==> config.mk <==
export PLATFORM = sky130hd
export DESIGN_NAME = matrix_transpose_stream
export DESIGN_NICKNAME = d
export VERILOG_FILES = /design/src/rtl/mtx_pkg.sv /design/src/rtl/mtx_col_select.sv /design/src/rtl/matrix_transpose_stream.sv
export SDC_FILE = /design/constraint.sdc
export NUM_CORES = 1
export LEC_CHECK = 0
export ABC_AREA = 1
export BUFFER_PORTS_ARGS = -buffer_cell sky130_fd_sc_hd__buf_2
export CELL_PAD_IN_SITES_DETAIL_PLACEMENT = 1
export CELL_PAD_IN_SITES_GLOBAL_PLACEMENT = 2
export CORE_UTILIZATION = 34
export DETAILED_ROUTE_END_ITERATION = 6
export HOLD_SLACK_MARGIN = 0.12
export PLACE_DENSITY = 0.84
export SYNTH_ARGS = -nofsm -noshare
export SYNTH_HDL_FRONTEND = slang
export SYNTH_HIERARCHICAL = 1
export SYNTH_SLANG_ARGS = --single-unit
==> constraint.sdc <==
create_clock -name clk -period 3.7 [get_ports clk]
set_input_delay 0.74 -clock clk [delete_from_list [all_inputs] [get_ports clk]]
set_output_delay 0.74 -clock clk [all_outputs]
set_load 0.02 [all_outputs]
==> src/rtl/mtx_pkg.sv <==
// Shared types and sizing helpers for the matrix transpose/stream datapath.
package mtx_pkg;

  localparam int MTX_DATASIZE = 16;

  typedef logic [MTX_DATASIZE-1:0] elem_t;

  typedef enum logic [1:0] {
    IDLE  = 2'd0,
    LOAD  = 2'd1,
    DRAIN = 2'd2
  } state_e;

  // Row/column counter width; a 1x1 matrix still needs a 1-bit counter.
  function automatic int cnt_width(input int dim);
    return (dim <= 1) ? 1 : $clog2(dim);
  endfunction

endpackage

==> src/rtl/mtx_col_select.sv <==
// Combinational DIMxDIM storage to one beat: row idx_i (pass-through) or column idx_i (transpose).
// No latency, no state; the caller holds idx_i stable to keep the beat stable.
module mtx_col_select
  import mtx_pkg::*;
#(
  parameter  int DIM      = 4,
  parameter  int DATASIZE = MTX_DATASIZE,
  localparam int ROW_W    = DIM * DATASIZE,
  localparam int CW       = cnt_width(DIM)
) (
  input  logic [DIM-1:0][ROW_W-1:0] mem_i,
  input  logic [CW-1:0]             idx_i,
  input  logic                      transpose_i,
  output logic [ROW_W-1:0]          row_o
);

  always_comb begin
    row_o = mem_i[idx_i];
    if (transpose_i) begin
      for (int i = 0; i < DIM; i++) begin
        row_o[i*DATASIZE +: DATASIZE] = mem_i[i][idx_i*DATASIZE +: DATASIZE];
      end
    end
  end

endmodule

==> src/rtl/matrix_transpose_stream.sv <==
// Single-buffer DIMxDIM transpose: rows in, columns (or rows) out, valid/ready both sides; drain starts one cycle after the last row.
// Optional MTX_ABORT_EN adds an abort input that discards a partially loaded or draining matrix.
module matrix_transpose_stream
  import mtx_pkg::*;
#(
  parameter  int DIM      = 4,
  parameter  int DATASIZE = MTX_DATASIZE,
  localparam int ROW_W    = DIM * DATASIZE
) (
  input  logic             clk,
  input  logic             reset,
  input  logic             in_valid,
  output logic             in_ready,
  input  logic [ROW_W-1:0] in_row,
  input  logic             mode,
`ifdef MTX_ABORT_EN
  input  logic             abort,
`endif
  output logic             out_valid,
  input  logic             out_ready,
  output logic [ROW_W-1:0] out_row,
  output logic             busy,
  output logic             done
);

  localparam int            CW   = cnt_width(DIM);
  localparam logic [CW-1:0] LAST = CW'(DIM - 1);

  state_e                   state_q, state_d;
  logic [CW-1:0]            cnt_q, cnt_d;
  logic                     mode_q, mode_d;
  logic                     done_q, done_d;
  logic                     wr_en;
  logic [DIM-1:0][ROW_W-1:0] mem_q;

  always_comb begin
    state_d   = state_q;
    cnt_d     = cnt_q;
    mode_d    = mode_q;
    done_d    = 1'b0;
    wr_en     = 1'b0;
    in_ready  = 1'b0;
    out_valid = 1'b0;
    busy      = 1'b0;
    unique case (state_q)
      IDLE: begin
        in_ready = 1'b1;
        if (in_valid) begin
          wr_en  = 1'b1;
          mode_d = mode;
          if (DIM == 1) begin
            state_d = DRAIN;
            cnt_d   = '0;
          end else begin
            state_d = LOAD;
            cnt_d   = CW'(1);
          end
        end
      end
      LOAD: begin
        in_ready = 1'b1;
        busy     = 1'b1;
        if (in_valid) begin
          wr_en = 1'b1;
          if (cnt_q == LAST) begin
            state_d = DRAIN;
            cnt_d   = '0;
          end else begin
            cnt_d = cnt_q + 1'b1;
          end
        end
      end
      DRAIN: begin
        out_valid = 1'b1;
        busy      = 1'b1;
        if (out_ready) begin
          if (cnt_q == LAST) begin
            state_d = IDLE;
            cnt_d   = '0;
            done_d  = 1'b1;
          end else begin
            cnt_d = cnt_q + 1'b1;
          end
        end
      end
      default: begin
        state_d = IDLE;
        cnt_d   = '0;
      end
    endcase
`ifdef MTX_ABORT_EN
    // Abort overrides any same-cycle handshake: the beat is dropped, no done.
    if (abort && state_q != IDLE) begin
      state_d = IDLE;
      cnt_d   = '0;
      done_d  = 1'b0;
      wr_en   = 1'b0;
    end
`endif
  end

  always_ff @(posedge clk or posedge reset) begin
    if (reset) begin
      state_q <= IDLE;
      cnt_q   <= '0;
      mode_q  <= 1'b0;
      done_q  <= 1'b0;
    end else begin
      state_q <= state_d;
      cnt_q   <= cnt_d;
      mode_q  <= mode_d;
      done_q  <= done_d;
    end
  end

  // Matrix storage carries no reset; contents are only meaningful once loaded.
  always_ff @(posedge clk) begin
    if (wr_en) begin
      mem_q[cnt_q] <= in_row;
    end
  end

  assign done = done_q;

  mtx_col_select #(
    .DIM      (DIM),
    .DATASIZE (DATASIZE)
  ) u_col_select (
    .mem_i       (mem_q),
    .idx_i       (cnt_q),
    .transpose_i (mode_q),
    .row_o       (out_row)
  );

endmodule

==> impl_metrics.xml, run 1 <==
<?xml version="1.0" encoding="UTF-8"?>
<metrics>
  <group name="status">
    <metric name="status" unit="">complete, no violations</metric>
  </group>
  <group name="clock_tree">
    <metric name="cts_htree_levels" unit="">1</metric>
    <metric name="cts_resized" unit="">0</metric>
    <metric name="tritoncts.num_buffers" unit="">29</metric>
    <metric name="clkLatencyLatePin" unit="ns">0.55</metric>
    <metric name="postCtsSetupRepairBufs" unit="">0</metric>
    <metric name="cts_tree" unit="">yes</metric>
    <metric name="cts.path.max_buffers" unit="">3</metric>
    <metric name="clk_slew_on_worst_s_h_paths" unit="ns">0.06</metric>
    <metric name="cts_root_buffer" unit="">sky130_fd_sc_hd__clkbuf_16</metric>
    <metric name="tritoncts_sinks" unit="">262</metric>
  </group>
  <group name="drt">
    <metric name="drt_iter0_drc" unit="">548</metric>
    <metric name="detailedRoute.firstPassIterationCount" unit="">5</metric>
    <metric name="route.final.wire_length" unit="um">35300</metric>
    <metric name="wl_met3" unit="um">1320</metric>
    <metric name="routed-wl-met2" unit="um">19000</metric>
    <metric name="top_signal_layer_used" unit="">met5</metric>
    <metric name="post-route-drc-count" unit="">0</metric>
    <metric name="routed_via_density" unit="">5.16</metric>
    <metric name="routed-via-count" unit="">8913</metric>
    <metric name="detail_route.wl_per_cell" unit="um">20.4</metric>
    <metric name="detail-route-antenna-nets" unit="">0</metric>
    <metric name="m1WireLength" unit="um">13800</metric>
  </group>
  <group name="synth">
    <metric name="synthesized_netlist_net_count" unit="">1220</metric>
    <metric name="synth_edf_count" unit="">256</metric>
    <metric name="synth.top_cells.by_area" unit="">sky130_fd_sc_hd__edfxtp_1, sky130_fd_sc_hd__nand2_1, sky130_fd_sc_hd__nand3_1, sky130_fd_sc_hd__buf_2, sky130_fd_sc_hd__buf_6</metric>
    <metric name="synth_top_cell_by_area" unit="">sky130_fd_sc_hd__edfxtp_1</metric>
    <metric name="netlist-cell-type-count" unit="">26</metric>
    <metric name="postSynthCellCount" unit="">1141</metric>
    <metric name="ys_async_sr_fraction" unit="">0.0229</metric>
    <metric name="ys_warn_count" unit="">6</metric>
    <metric name="netlist_area" unit="um2">12100</metric>
    <metric name="synth.yosys.seq_area_share" unit="">0.650</metric>
    <metric name="synth_top_area_frac" unit="">0.638</metric>
    <metric name="synth_ff_type" unit="">sky130_fd_sc_hd__edfxtp_1</metric>
    <metric name="synth_seq_cells" unit="">262</metric>
    <metric name="synth_area_per_cell" unit="um2">10.6</metric>
  </group>
  <group name="layout">
    <metric name="layout-area-overhead-vs-synth" unit="%">17.0</metric>
    <metric name="final_net_count" unit="">1329</metric>
    <metric name="layout.cells.non_filler" unit="">1729</metric>
    <metric name="fillCellCount" unit="">3854</metric>
    <metric name="layout-drive-gt1-share" unit="">0.183</metric>
    <metric name="utilization" unit="">0.406</metric>
  </group>
  <group name="grt">
    <metric name="globalRouteOverflowTotal" unit="">0</metric>
    <metric name="grt_pass1_wl" unit="um">53800</metric>
    <metric name="maximum_number_of_pins_on_one_net_before_global_route_repair" unit="">127</metric>
    <metric name="track_usage" unit="">0.195</metric>
    <metric name="antenna_found_initial" unit="">4</metric>
    <metric name="number_of_global_route_vias_before_repair" unit="">9554</metric>
  </group>
  <group name="placement">
    <metric name="buffer_ports.inserted" unit="">136</metric>
    <metric name="detailedPlacementHpwl" unit="um">22200</metric>
    <metric name="pre_cts_ws" unit="ns">0.964</metric>
    <metric name="post-place-cells" unit="">1673</metric>
    <metric name="place_congestion" unit="">0.796</metric>
  </group>
  <group name="sta">
    <metric name="final_hold_viol_count" unit="">0</metric>
    <metric name="timing.fmax" unit="MHz">301</metric>
    <metric name="post-route-period-util" unit="">0.897</metric>
    <metric name="timing.slew.headroom" unit="">0.299</metric>
    <metric name="worst_slack" unit="ns">0.382</metric>
    <metric name="grt_setup_unrepaired" unit="">false</metric>
    <metric name="time_the_worst_path_needs_with_i_o_delays_and_setup" unit="ns">3.32</metric>
    <metric name="timing.final.max_slew_violations" unit="">0</metric>
    <metric name="clock_skew" unit="ns">0.0197</metric>
    <metric name="report.final.setup_viol" unit="">0</metric>
    <metric name="worst_pin_slew" unit="ns">1.05</metric>
  </group>
  <group name="critical_path">
    <metric name="r2r_cells" unit="">6</metric>
    <metric name="critical_path.cell_chain" unit="">buf_4 -&gt; o21ai_0 -&gt; a21o_1 -&gt; nand2_1 -&gt; buf_2</metric>
    <metric name="endpoint_kind" unit="">primary output</metric>
    <metric name="worst_r2r_endpoint" unit="">mem_q[29]</metric>
    <metric name="timing.critical_path.slowest_stage_cell" unit="">sky130_fd_sc_hd__buf_4</metric>
    <metric name="arrival" unit="ns">2.58</metric>
    <metric name="critical_path_startpoint_category" unit="">flip-flop</metric>
    <metric name="timing.critical_path.to" unit="">out_row[33]</metric>
    <metric name="critical_path_class" unit="">reg2out</metric>
    <metric name="critical_path.max_fanout" unit="">54</metric>
    <metric name="worst_endpoint_required_time" unit="ns">2.96</metric>
    <metric name="crit-reg2reg-launch" unit="">cnt_q[0]</metric>
    <metric name="reg2reg_slack" unit="ns">1.16</metric>
    <metric name="start_point_of_the_critical_path" unit="">cnt_q[1]</metric>
    <metric name="crit_path_max_incr_delay" unit="ns">0.65</metric>
  </group>
  <group name="floorplanning">
    <metric name="die-width" unit="um">190</metric>
    <metric name="start_util" unit="">0.347</metric>
    <metric name="floorplan.die_area" unit="um2">36200</metric>
    <metric name="pin_count" unit="">137</metric>
    <metric name="standard_cell_row_count" unit="">68</metric>
    <metric name="die_height" unit="um">190</metric>
    <metric name="placeableCoreArea" unit="um2">34700</metric>
  </group>
  <group name="worst_hold_path">
    <metric name="holdCritPathClass" unit="">in2reg</metric>
    <metric name="min_from" unit="">in_row[53]</metric>
  </group>
  <group name="power_and_ir_drop">
    <metric name="switching_share" unit="">0.425</metric>
    <metric name="clock_power_share" unit="">0.241</metric>
    <metric name="power.internal" unit="W">0.00725</metric>
    <metric name="switching_power" unit="W">0.00536</metric>
    <metric name="power_density" unit="nW/um2">894</metric>
    <metric name="power_frac_seq" unit="">0.314</metric>
    <metric name="irDropWorstVdd" unit="mV">0.440</metric>
    <metric name="p_comb_frac" unit="">0.445</metric>
    <metric name="power.static_leakage" unit="nW">5.52</metric>
  </group>
  <group name="run">
    <metric name="drv.max_cap_violation_count" unit="">0</metric>
  </group>
</metrics>
-- power by group through the flow --
stage | sequential [W] | combinational (W) | clock [W]
after floorplan | 0.00399 | 0.00392 | 0
after global placement | 0.00400 | 0.00561 | 0
after detailed placement | 0.00402 | 0.00569 | 0
after CTS | 0.00396 | 0.00572 | 0.00310
after global routing | 0.00401 | 0.00616 | 0.00320
final | 0.00396 | 0.00562 | 0.00303
-- worst min-delay path by stage --
stage,slack [ns],cells after the start,end
floorplan,0.49,2,state_q[1]
global placement,0.53,2,state_q[1]
detailed placement,0.54,2,state_q[1]
CTS,0.38,1,mem_q[67]
global route,0.39,1,mem_q[70]
finish,0.41,1,mem_q[53]
-- sequential cells by signal, indices dropped and copies added, names as in the netlist --
register  cells
cnt_q         2
done          1
mem_q       256
mode_q        1
state_q       2
-- cell usage after synthesis, types with 2 or more instances --
library cell / count
sky130_fd_sc_hd__nand4_1: 2
sky130_fd_sc_hd__o211ai_1: 24
sky130_fd_sc_hd__inv_4: 2
sky130_fd_sc_hd__o21ai_0: 21
sky130_fd_sc_hd__nor2_1: 7
sky130_fd_sc_hd__inv_1: 14
sky130_fd_sc_hd__a21o_1: 21
sky130_fd_sc_hd__or2_2: 16
sky130_fd_sc_hd__inv_2: 2
sky130_fd_sc_hd__dfrtp_1: 6
sky130_fd_sc_hd__buf_4: 8
sky130_fd_sc_hd__a21oi_1: 22
sky130_fd_sc_hd__edfxtp_1: 256
sky130_fd_sc_hd__buf_6: 17
sky130_fd_sc_hd__o21ai_2: 2
sky130_fd_sc_hd__ha_1: 10
sky130_fd_sc_hd__nand3_1: 242
sky130_fd_sc_hd__nand2_1: 412
sky130_fd_sc_hd__clkbuf_1: 9
sky130_fd_sc_hd__nand2_2: 2
sky130_fd_sc_hd__buf_2: 41
-- layout make-up --
cell class | instances | area (um2) | area share
Tap cell | 455 | 569 | 0.0404
Inverter | 18 | 72.6 | 0.00515
Clock buffer | 33 | 741 | 0.0525
Timing Repair Buffer | 154 | 931 | 0.0660
Clock inverter | 21 | 265 | 0.0188
Multi-Input combinational cell | 785 | 3680 | 0.261
Antenna cell | 1 | 2.50 | 0.000177
Sequential cell | 262 | 7850 | 0.556
-- through the flow --
| step | hold slack (ns) | instance area, um2 | setup TNS [ns] | power, W |
|---|---|---|---|---|
| 2_1_floorplan | 0.489 | 12100 | -132.24 | 0.00791 |
| 3_3_place_gp | 0.534 | 13100 | 0 | 0.00961 |
| 3_5_place_dp | 0.545 | 13100 | 0 | 0.00971 |
| 4_1_cts | 0.379 | 14100 | 0 | 0.0128 |
| 5_1_grt | 0.389 | 14100 | 0 | 0.0134 |
| 6_report | 0.407 | 14100 | 0 | 0.0126 |
-- layer usage --
layer  vias to the layer above  GRT usage
li1                       4215          -
met1                      4437      0.220
met2                       192      0.373
met3                        63     0.0287
met4                         6     0.0640
met5                         -          0
-- worst max-delay path, delay by kind of cell, from the launching register on --
family,cells,cell delay (ns)
DFF,1,0.59
buffers and inverters,2,0.82
and+or+nand+nor,1,0.08
AOI/OAI and AO/OA,2,0.48
-- what timing repair did --
action                                  in CTS  in global routing
endpoints found under the hold margin        6                  0
endpoints found under the setup margin       0                  0
hold buffers                                 1                  0
-- cells in the final DEF (no fill, tap or decap), types with 2 or more instances in the layout --
cell / synthesis / final
sky130_fd_sc_hd__ha_1: 10 / 10
sky130_fd_sc_hd__nand2_2: 2 / 2
sky130_fd_sc_hd__o21ai_2: 2 / 2
sky130_fd_sc_hd__clkbuf_16: 0 / 29
sky130_fd_sc_hd__nand2_1: 412 / 412
sky130_fd_sc_hd__a21o_1: 21 / 21
sky130_fd_sc_hd__clkinvlp_4: 0 / 2
sky130_fd_sc_hd__buf_4: 8 / 8
sky130_fd_sc_hd__clkinv_2: 0 / 5
sky130_fd_sc_hd__nor2_4: 0 / 4
sky130_fd_sc_hd__a21oi_1: 22 / 22
sky130_fd_sc_hd__clkbuf_1: 9 / 4
sky130_fd_sc_hd__bufinv_16: 0 / 6
sky130_fd_sc_hd__buf_2: 41 / 136
sky130_fd_sc_hd__inv_4: 2 / 2
sky130_fd_sc_hd__clkinv_1: 0 / 5
sky130_fd_sc_hd__nand3_1: 242 / 242
sky130_fd_sc_hd__dfrtp_1: 6 / 3
sky130_fd_sc_hd__o211ai_1: 24 / 24
sky130_fd_sc_hd__dfrtp_4: 0 / 2
sky130_fd_sc_hd__or2_2: 16 / 16
sky130_fd_sc_hd__buf_12: 0 / 9
sky130_fd_sc_hd__inv_6: 0 / 2
sky130_fd_sc_hd__nor2_1: 7 / 3
sky130_fd_sc_hd__edfxtp_1: 256 / 256
sky130_fd_sc_hd__nand4_1: 2 / 2
sky130_fd_sc_hd__inv_1: 14 / 13
sky130_fd_sc_hd__inv_2: 2 / 3
sky130_fd_sc_hd__o21ai_0: 21 / 21
-- kinds of logic (layout without fill, tap and decap cells) --
group | Yosys count | count (layout) | synth area share
AND/OR/NAND/NOR | 683 | 683 | 0.243
flip-flops | 262 | 262 | 0.650
buffers and inverters | 94 | 226 | 0.0470
AO/OA/AOI/OAI | 92 | 92 | 0.0494
adder cells (fa/ha/maj) | 10 | 10 | 0.0104
other | 0 | 1 | 0
No activity file was read; power rests on OpenSTA's default activity.
==> run 2, diff against run 1 <==
Settings changed: BUFFER_PORTS_ARGS -buffer_cell sky130_fd_sc_hd__buf_2 to default, CORE_UTILIZATION 34 to 37, DONT_BUFFER_PORTS from default to 1.
==> run 2 against run 1 <==
Sequential share of layout area grew 3.1 points. Flip-flop and latch count is the same. Highest routed layer is now met4. Clock skew shrank 0.0023 ns. Hold slack lost 0.14 ns. Critical endpoint is now out_row[12]. Critical path type unchanged. Combinational power shrank 9.8%. Global-route usage grew 1.2 points. Worst setup slack gained 0.019 ns. Count of clock-buffer cells in the layout grew 2. Die area shrank 8.0%. First-iteration DRC count shrank 18%.
==> impl_metrics.xml, run 2 (synthesis gave the netlist of run 1 again) <==
<?xml version="1.0" encoding="UTF-8"?>
<metrics>
  <group name="status">
    <metric name="status" unit="">complete, no violations</metric>
  </group>
  <group name="layout">
    <metric name="layout.cells.most_common" unit="">sky130_fd_sc_hd__nand2_1</metric>
    <metric name="layout.cells.non_filler" unit="">1577</metric>
    <metric name="layout_common_cells" unit="">sky130_fd_sc_hd__nand2_1, sky130_fd_sc_hd__edfxtp_1, sky130_fd_sc_hd__nand3_1, sky130_fd_sc_hd__clkbuf_16, sky130_fd_sc_hd__o211ai_1</metric>
    <metric name="regMostFlops" unit="">mem_q</metric>
    <metric name="layout-area-overhead-vs-synth" unit="%">11.0</metric>
    <metric name="largest_registers" unit="">mem_q: 256 flops, cnt_q: 2 flops, state_q: 2 flops</metric>
    <metric name="post-route-cell-area" unit="um2">13400</metric>
    <metric name="largest_register_ffs" unit="">256</metric>
    <metric name="layout-drive-gt1-share" unit="">0.0876</metric>
    <metric name="n_antenna_cell" unit="">0</metric>
    <metric name="final_net_count" unit="">1198</metric>
  </group>
  <group name="sta">
    <metric name="timing.fmax" unit="MHz">303</metric>
    <metric name="worst_pin_slew" unit="ns">0.706</metric>
    <metric name="report.final.setup_viol" unit="">0</metric>
    <metric name="timing.slew.headroom" unit="">0.529</metric>
    <metric name="clock_skew" unit="ns">0.0175</metric>
    <metric name="final_hold_viol_count" unit="">0</metric>
    <metric name="tns" unit="ns">0</metric>
    <metric name="timing.final.max_slew_violations" unit="">0</metric>
    <metric name="time_the_worst_path_needs_with_i_o_delays_and_setup" unit="ns">3.30</metric>
    <metric name="grt_setup_unrepaired" unit="">false</metric>
    <metric name="worst_slack" unit="ns">0.401</metric>
    <metric name="post-route-period-util" unit="">0.892</metric>
    <metric name="worst_hold_slack" unit="ns">0.269</metric>
  </group>
  <group name="clock_tree">
    <metric name="clk_slew_on_worst_s_h_paths" unit="ns">0.06</metric>
    <metric name="tritoncts_sinks" unit="">262</metric>
    <metric name="cts_htree_levels" unit="">1</metric>
    <metric name="postCtsSetupRepairBufs" unit="">0</metric>
    <metric name="clkLatencyLatePin" unit="ns">0.56</metric>
    <metric name="cts.path.max_buffers" unit="">3</metric>
    <metric name="tritoncts.num_buffers" unit="">30</metric>
    <metric name="cts_root_buffer" unit="">sky130_fd_sc_hd__clkbuf_16</metric>
    <metric name="cts_tree" unit="">yes</metric>
  </group>
  <group name="critical_path">
    <metric name="arrival" unit="ns">2.56</metric>
    <metric name="critical_path_startpoint_category" unit="">flip-flop</metric>
    <metric name="worst_endpoint_required_time" unit="ns">2.96</metric>
    <metric name="worst_r2r_endpoint" unit="">mem_q[84]</metric>
    <metric name="endpoint_kind" unit="">primary output</metric>
    <metric name="critical_path_class" unit="">reg2out</metric>
    <metric name="r2r_cells" unit="">7</metric>
    <metric name="critical_path.max_fanout" unit="">52</metric>
    <metric name="reg2reg_slack" unit="ns">1.20</metric>
    <metric name="crit-reg2reg-launch" unit="">state_q[0]</metric>
  </group>
  <group name="drt">
    <metric name="drt_iter0_drc" unit="">451</metric>
    <metric name="route.final.wire_length" unit="um">34500</metric>
    <metric name="detailedRoute.firstPassIterationCount" unit="">4</metric>
    <metric name="detail-route-antenna-nets" unit="">0</metric>
    <metric name="detail_route.wl_per_cell" unit="um">21.9</metric>
    <metric name="post-route-drc-count" unit="">0</metric>
    <metric name="routed_via_density" unit="">5.34</metric>
    <metric name="routed-via-count" unit="">8424</metric>
  </group>
  <group name="worst_hold_path">
    <metric name="min_from" unit="">in_row[43]</metric>
    <metric name="holdCritPathClass" unit="">in2reg</metric>
    <metric name="worst_hold_path.num_cells" unit="">0</metric>
    <metric name="worst_hold_path.endpoint" unit="">mem_q[43]</metric>
  </group>
  <group name="placement">
    <metric name="buffer_ports.inserted" unit="">0</metric>
    <metric name="detailedPlacementHpwl" unit="um">21700</metric>
    <metric name="place_area" unit="um2">12400</metric>
    <metric name="pre_cts_ws" unit="ns">0.980</metric>
    <metric name="place_congestion" unit="">0.804</metric>
    <metric name="post-place-cells" unit="">1521</metric>
  </group>
  <group name="grt">
    <metric name="number_of_global_route_vias_before_repair" unit="">8830</metric>
    <metric name="track_usage" unit="">0.207</metric>
    <metric name="grt_pass1_wl" unit="um">51900</metric>
    <metric name="maximum_number_of_pins_on_one_net_before_global_route_repair" unit="">157</metric>
    <metric name="antenna_found_initial" unit="">0</metric>
    <metric name="globalRouteOverflowTotal" unit="">0</metric>
  </group>
  <group name="floorplanning">
    <metric name="start_util" unit="">0.379</metric>
    <metric name="standard_cell_row_count" unit="">65</metric>
    <metric name="floorplan.die_area" unit="um2">33300</metric>
    <metric name="die_height" unit="um">182</metric>
    <metric name="die-width" unit="um">182</metric>
    <metric name="placeableCoreArea" unit="um2">31800</metric>
    <metric name="pin_count" unit="">137</metric>
  </group>
  <group name="run">
    <metric name="drv.max_cap_violation_count" unit="">0</metric>
  </group>
  <group name="power_and_ir_drop">
    <metric name="power_density" unit="nW/um2">892</metric>
    <metric name="irDropWorstVdd" unit="mV">0.513</metric>
    <metric name="power.static_leakage" unit="nW">4.98</metric>
  </group>
</metrics>
## run 2: where the power goes
group | total (W) | internal, W | switching (W)
sequential | 0.00394 | 0.00378 | 0.000158
clock | 0.00292 | 0.00176 | 0.00117
combinational | 0.00507 | 0.00121 | 0.00386
total | 0.0119 | 0.00675 | 0.00519
## run 2: metal layers
metal,global-route usage,vias to the layer above,part of all wire
met3,0.0531,69,0.059
met1,0.222,4211,0.36
met2,0.389,192,0.54
met4,0.0763,0,0.035
li1,-,3952,-
met5,0,-,0
## run 2: area by class of cell
| class | instances | area [um2] |
|---|---|---|
| Multi-Input combinational cell | 785 | 3680 |
| Sequential cell | 262 | 7850 |
| Timing Repair Buffer | 22 | 255 |
| Clock buffer | 35 | 769 |
| Fill cell | 3440 | 18400 |
| Inverter | 18 | 72.6 |
| Tap cell | 435 | 544 |
| Clock inverter | 20 | 206 |
## run 2: repair_timing
action,in CTS,in global routing
endpoints found under the hold margin,6,0
hold buffers,1,0
gates resized for setup,0,0
## run 2: through the flow
| stage | util | total power, W |
|---|---|---|
| after floorplan | - | 0.00791 |
| final | 0.420 | 0.0119 |
| after global placement | 0.389 | 0.00903 |
| after CTS | 0.420 | 0.0121 |
| after global routing | 0.420 | 0.0126 |
| after detailed placement | 0.389 | 0.00913 |
## run 2: how the worst max path moves through the flow
| stage | from | end | slack (ns) | cells past startpoint |
|---|---|---|---|---|
| finish | cnt_q[0] | out_row[12] | 0.40 | 6 |
| global placement | cnt_q[0] | out_row[11] | 1.02 | 6 |
| CTS | cnt_q[0] | out_row[12] | 0.37 | 6 |
| detailed placement | cnt_q[0] | out_row[12] | 0.98 | 6 |
| global route | cnt_q[0] | out_row[11] | 0.28 | 6 |
| floorplan | state_q[0] | mem_q[0] | -0.52 | 6 |
## run 2: critical path, stage by stage (launching register included)
cell and delay (ns):
sky130_fd_sc_hd__dfrtp_4 0.50, sky130_fd_sc_hd__inv_4 0.42, sky130_fd_sc_hd__buf_4 0.40, sky130_fd_sc_hd__nand2_1 0.13, sky130_fd_sc_hd__nand3_1 0.09, sky130_fd_sc_hd__nand3_1 0.17
sky130_fd_sc_hd__nand2_1 0.24
